**src/rtl/mips_bus_access_seq.sv**
```systemverilog
// mips_bus_access_seq
//   Load/store sequencer between a multicycle MIPS core and an Avalon-style
//   memory bus. It takes one core request at a time. On stores it steers byte
//   lanes, and on loads it extracts and extends the addressed bytes. It rejects
//   misaligned and illegal-size requests without touching the bus. A watchdog
//   aborts transfers that stay stalled by waitrequest for too long.
//
// Parameters
//   ADDR_W   byte-address width
//   DATA_W   bus data width (32 or 64)
//   TIMEOUT  stalled bus cycles before abort; 0 disables the watchdog
//
// Ports
//   clk, reset          rising-edge clock, asynchronous active-high reset
//   req_*               core request (valid/ready handshake, fields latched
//                       when the request is accepted)
//   resp_valid          one-cycle strobe; resp_rdata/resp_err hold afterwards
//   address, read, write, writedata, byteenable
//                       registered bus master outputs
//   waitrequest, readdata
//                       bus slave inputs, only looked at while in BUS
module mips_bus_access_seq #(
  parameter int unsigned ADDR_W  = 32,
  parameter int unsigned DATA_W  = 32,
  parameter int unsigned TIMEOUT = 255
) (
  input  logic                clk,
  input  logic                reset,
  input  logic                req_valid,
  output logic                req_ready,
  input  logic                req_write,
  input  logic [1:0]          req_size,
  input  logic                req_signed,
  input  logic [ADDR_W-1:0]   req_addr,
  input  logic [DATA_W-1:0]   req_wdata,
  output logic                resp_valid,
  output logic [DATA_W-1:0]   resp_rdata,
  output logic                resp_err,
  output logic [ADDR_W-1:0]   address,
  output logic                read,
  output logic                write,
  output logic [DATA_W-1:0]   writedata,
  output logic [DATA_W/8-1:0] byteenable,
  input  logic                waitrequest,
  input  logic [DATA_W-1:0]   readdata
);

  localparam int unsigned BL    = DATA_W / 8;
  localparam int unsigned LW    = $clog2(BL);
  localparam int unsigned CNT_W = $clog2(TIMEOUT + 2);
  // Abort happens on the TIMEOUT-th stalled cycle, i.e. when the count of
  // earlier stalled cycles equals TIMEOUT-1.
  localparam logic [CNT_W-1:0] TO_LAST = CNT_W'((TIMEOUT == 0) ? 0 : TIMEOUT - 1);

  typedef enum logic [1:0] {S_IDLE, S_BUS, S_RESP} state_t;

  state_t            state, state_nx;
  logic [1:0]        size_r;
  logic              signed_r;
  logic [LW-1:0]     lane_r;
  logic [CNT_W-1:0]  wdog_cnt;

  logic              misaligned, size_illegal, req_err;
  logic              bus_done, timeout_hit;
  logic [15:0]       be_wide;
  logic [BL-1:0]     be_nx;
  logic [DATA_W-1:0] wd_nx;
  logic [DATA_W-1:0] rd_shift, keep, ld_data;
  logic              ld_msb;

  assign req_ready  = (state == S_IDLE);
  assign resp_valid = (state == S_RESP);

  // Request checks and store-side lane steering
  always_comb begin
    misaligned = 1'b0;
    case (req_size)
      2'd1:    misaligned = req_addr[0];
      2'd2:    misaligned = |req_addr[1:0];
      2'd3:    misaligned = |req_addr[2:0];
      default: misaligned = 1'b0;
    endcase
    size_illegal = (req_size == 2'd3) && (DATA_W < 64);
    req_err      = misaligned || size_illegal;

    be_wide = ((16'd1 << (5'd1 << req_size)) - 16'd1) << req_addr[LW-1:0];
    be_nx   = be_wide[BL-1:0];

    case (req_size)
      2'd0:    wd_nx = {BL{req_wdata[7:0]}};
      2'd1:    wd_nx = {(DATA_W/16){req_wdata[15:0]}};
      2'd2:    wd_nx = {(DATA_W/32){req_wdata[31:0]}};
      default: wd_nx = req_wdata;
    endcase
  end

  // Load-side extraction: shift the addressed lane down, mask, then extend
  always_comb begin
    rd_shift = readdata >> {lane_r, 3'b000};
    keep     = '1;
    ld_msb   = 1'b0;
    case (size_r)
      2'd0: begin keep = DATA_W'(8'hFF);         ld_msb = rd_shift[7];  end
      2'd1: begin keep = DATA_W'(16'hFFFF);      ld_msb = rd_shift[15]; end
      2'd2: begin keep = DATA_W'(32'hFFFF_FFFF); ld_msb = rd_shift[31]; end
      default: begin keep = '1;                  ld_msb = 1'b0;         end
    endcase
    ld_data = (rd_shift & keep) | ((signed_r && ld_msb) ? ~keep : '0);
  end

  assign bus_done    = (state == S_BUS) && !waitrequest;
  assign timeout_hit = (TIMEOUT != 0) && (state == S_BUS) && waitrequest &&
                       (wdog_cnt == TO_LAST);

  always_comb begin
    state_nx = state;
    unique case (state)
      S_IDLE:  if (req_valid) state_nx = req_err ? S_RESP : S_BUS;
      S_BUS:   if (bus_done || timeout_hit) state_nx = S_RESP;
      S_RESP:  state_nx = S_IDLE;
      default: state_nx = S_IDLE;
    endcase
  end

  always_ff @(posedge clk or posedge reset) begin
    if (reset) begin
      state      <= S_IDLE;
      size_r     <= '0;
      signed_r   <= 1'b0;
      lane_r     <= '0;
      wdog_cnt   <= '0;
      address    <= '0;
      read       <= 1'b0;
      write      <= 1'b0;
      writedata  <= '0;
      byteenable <= '0;
      resp_rdata <= '0;
      resp_err   <= 1'b0;
    end else begin
      state <= state_nx;
      case (state)
        S_IDLE: begin
          if (req_valid) begin
            size_r   <= req_size;
            signed_r <= req_signed;
            lane_r   <= req_addr[LW-1:0];
            if (req_err) begin
              resp_err   <= 1'b1;
              resp_rdata <= '0;
            end else begin
              address    <= req_addr & ~ADDR_W'(BL - 1);
              read       <= !req_write;
              write      <= req_write;
              byteenable <= be_nx;
              writedata  <= wd_nx;
              wdog_cnt   <= '0;
            end
          end
        end
        S_BUS: begin
          if (bus_done) begin
            read       <= 1'b0;
            write      <= 1'b0;
            resp_err   <= 1'b0;
            resp_rdata <= write ? '0 : ld_data;
          end else if (timeout_hit) begin
            read       <= 1'b0;
            write      <= 1'b0;
            resp_err   <= 1'b1;
            resp_rdata <= '0;
          end else begin
            wdog_cnt <= wdog_cnt + 1'b1;
          end
        end
        default: ;
      endcase
    end
  end

endmodule

```
**config.mk**
```make
export PLATFORM = sky130hd
export DESIGN_NAME = mips_bus_access_seq
export DESIGN_NICKNAME = d
export VERILOG_FILES = /design/src/rtl/mips_bus_access_seq.sv
export SDC_FILE = /design/constraint.sdc
export NUM_CORES = 1
export LEC_CHECK = 0
export CAP_MARGIN = 20
export CORE_MARGIN = 3
export CORE_UTILIZATION = 48
export DETAILED_ROUTE_END_ITERATION = 16
export PLACE_DENSITY = 0.86
export SYNTH_ARGS = -nofsm -noshare
export SYNTH_HDL_FRONTEND = slang
export SYNTH_SLANG_ARGS = --single-unit
```
**constraint.sdc**
```tcl
create_clock -name clk -period 9.9 [get_ports clk]
set_input_delay 1.98 -clock clk [delete_from_list [all_inputs] [get_ports clk]]
set_output_delay 1.98 -clock clk [all_outputs]
set_load 0.01 [all_outputs]
```
==> summary.md <==
| Metric | Value |
|---|---|
| Rel. slew slack | `0.304` |
| Number of nets in the layout | `861` |
| Yosys warning count | `0` |
| Maxcap violations | `0` |
| Syn Std Cell Area | `5490 um2` |
| Setup Buffers After CTS | `0` |
| Cts hold-fix bufs | `0` |
| Final hold viol count | `0` |
| Setup TNS | `0 ns` |
| Vias | `4993` |
| Worst setup SP type | `input port` |
| RSZ-0062 raised after global routing | `false` |
| Vias in the first global route | `5201` |
| Setup violators final | `0` |
| DR iter-0 viols | `455` |
| Mapped Cells | `561` |
| IO buf count | `206` |
| Post-synthesis mux area share | `0.0976` |
| Total I/O pin count | `209` |
| Clock Skew | `0.00790 ns` |
| Wire per inst | `18.1 um` |
| Peak supply drop | `0.133 mV` |
| First-pass GRT wire length | `26.2 mm` |
| Flops & latches, synth | `117` |
| Max Buffers Root-to-Sink | `2` |
| Final period util | `0.442` |
| Pleak | `3.74 nW` |
| GPL Wtd Cong | `0.873` |
| PD cells | `239 nW/um2` |
| Worst hold path type | `flop to flop` |
| # diodes | `0` |
| Largest cells by area after synthesis | `dfrtp_1, nand2_1, mux2i_1` |
| Fin. max-slew vios | `0` |
| Register clock-pin slew on the reported worst setup and hold paths | `0.05 ns` |
| DRC | `0` |
| Total clock buffers created by CTS | `17` |
| Primary FF master, synth | `dfrtp_1` |
| Synth Area in XOR/XNOR | `0.00479` |
| Netlist cell types | `46` |
| Synth Area in Compound Gates | `0.136` |
| CP Capture Type | `flop` |
| Vias/cell | `5.52` |
| Post-DP HPWL | `11.5 mm` |
| Tot Pwr | `1.95 mW` |
| Die height | `113 um` |
| P&R area growth vs syn | `48.4%` |
| Rows | `38` |
| Synth top area share | `0.533` |
| Share of cells above drive strength 1 | `0.0825` |
| 1st-pass router iterations | `5` |
| Grt ovf | `0` |
| Seq/Total Area, Yosys | `0.533` |
| Antenna Violating Nets Remaining | `0` |
| Post-synthesis adder-cell area fraction | `0.00456` |
| Critical Path RT | `10.18 ns` |
| Critical path peak fanout | `99` |
| Critical Path AT | `4.66 ns` |
| Core Footprint | `11000 um2` |
| Main combinational cell family by area after synthesis | `simple AND/OR/NAND/NOR gates` |
| Fill cell count | `759` |
| Antenna violations before repair | `0` |
| Synth area leader | `dfrtp_1` |
| Die area | `12800 um2` |
| Chip width | `113 um` |
| H-tree depth reported by CTS | `4` |
| Outcome | `finished clean` |
| Async SR Flop Fraction | `1.00` |
| Initial Util | `0.500` |
| Crit path kind | `input port to flop` |
| Drt total wl | `16.4 mm` |
| Syn avg cell area | `9.78 um2` |
| Tmin final | `4.38 ns` |
| Post-synth EDFFs | `0` |
| Resize count post-CTS | `0` |
| Simple-Gate Fraction of Synth Area | `0.183` |
| # clock sinks | `117` |
| Least-Margin Pin Slew | `1.04 ns` |
| Root Driver | `clkbuf_16` |
| Largest net degree at the start of global routing | `100` |
| Max Freq | `228 MHz` |
| CTS tree | `yes` |
| Total GRT Usage | `0.257` |
| Clock Latency Late Sink | `0.40 ns` |
[where the power goes]
| part | switching, mW | internal [mW] |
|---|---|---|
| registers | 0.107 | 0.619 |
| clock network | 0.199 | 0.338 |
| logic | 0.308 | 0.376 |
| total | 0.614 | 1.33 |
[area by class of cell]
type / instances / area, um2 / area share
clock inverters: 5 / 27.5 / 0.00338
repair buffers: 215 / 2150 / 0.264
well taps: 140 / 175 / 0.0215
clock buffers: 23 / 488 / 0.0599
multi-input cells: 399 / 2360 / 0.289
flip-flops and latches: 117 / 2930 / 0.359
inverters: 5 / 21.3 / 0.00261
[synthesized netlist by cell type (2+ instances only)]
master and instances:
nand2_1 187, dfrtp_1 117, o21ai_0 45, mux2i_1 40
buf_2 18, clkbuf_1 17, nor2_1 15, a221o_1 13
a21oi_1 10, a221o_2 10, mux2_2 10, a22o_1 9
o211ai_1 8, or4_1 6, inv_1 5, nand3_1 4
nand4_1 4, nor2b_1 4, and2_1 3, xor2_1 3
and2b_1 2, and3_1 2, buf_4 2, buf_6 2
ha_1 2, nand2b_1 2, o311ai_0 2
[critical path, stage by stage]
cell             delay, ns
clkdlybuf4s50_1       0.96
a21oi_1               0.28
o21ai_4               0.18
buf_4                 0.71
nand2_1               0.17
mux2_2                0.32
[worst paths after layout]
check	start	to	slack, ns	cells after the start
max in group asynchronous	reset	wdog_cnt[4]	6.94	4
min in group asynchronous	reset	address[9]	1.93	2
setup reg to reg	lane_r[1]	resp_rdata[19]	7.25	4
hold reg to reg	address[4]	address[4]	0.47	2
setup / recovery	req_size[0]	wdog_cnt[1]	5.52	6
hold / removal	address[4]	address[4]	0.47	2
[kinds of logic (layout without fill, tap and decap cells)]
logic type,count (synthesis),count (layout)
XOR/XNOR,3,3
flip-flops,117,117
buffers and inverters,46,248
AO/OA/AOI/OAI,104,104
AND/OR/NAND/NOR,237,237
multiplexers,51,51
other,1,2
adder cells (fa/ha/maj),2,2
[layer usage]
layer / global-route usage / wire length, um
met5: 0 / 0
met4: 0.0986 / 581
met3: 0.0802 / 1200
met2: 0.442 / 8140
met1: 0.300 / 6430
[metrics by stage]
step	cells	utilization	hold WS, ns	setup WS [ns]	area, um2
floorplan	562	-	0.482	4.82	5490
global placement	875	0.692	0.458	5.29	7600
detailed placement	875	0.692	0.462	5.19	7600
CTS	903	0.739	0.474	5.59	8120
global route	904	0.742	0.498	5.41	8150
finish	904	0.742	0.468	5.52	8150
[cells in the final DEF, fill, tap and decap left out, types with 6 or more instances in the layout]
cell,netlist,routed
clkdlybuf4s50_1,0,206
nand2_1,187,187
dfrtp_1,117,117
o21ai_0,45,45
mux2i_1,40,40
clkbuf_16,0,17
nor2_1,15,15
a221o_1,13,13
a21oi_1,10,10
mux2_2,10,10
a221o_2,10,10
a22o_1,9,9
o211ai_1,8,8
buf_4,2,8
or4_1,6,6
[state kept, by name, summed over array words and instances, names as in the netlist]
| register | count |
|---|---|
| state | 2 |
| resp_rdata | 32 |
| resp_err | 1 |
| wdog_cnt | 9 |
| read | 1 |
| size_r | 2 |
| write | 1 |
| byteenable | 4 |
| lane_r | 2 |
| address | 30 |
| signed_r | 1 |
| writedata | 32 |
Power figures use the tool's default switching activity.
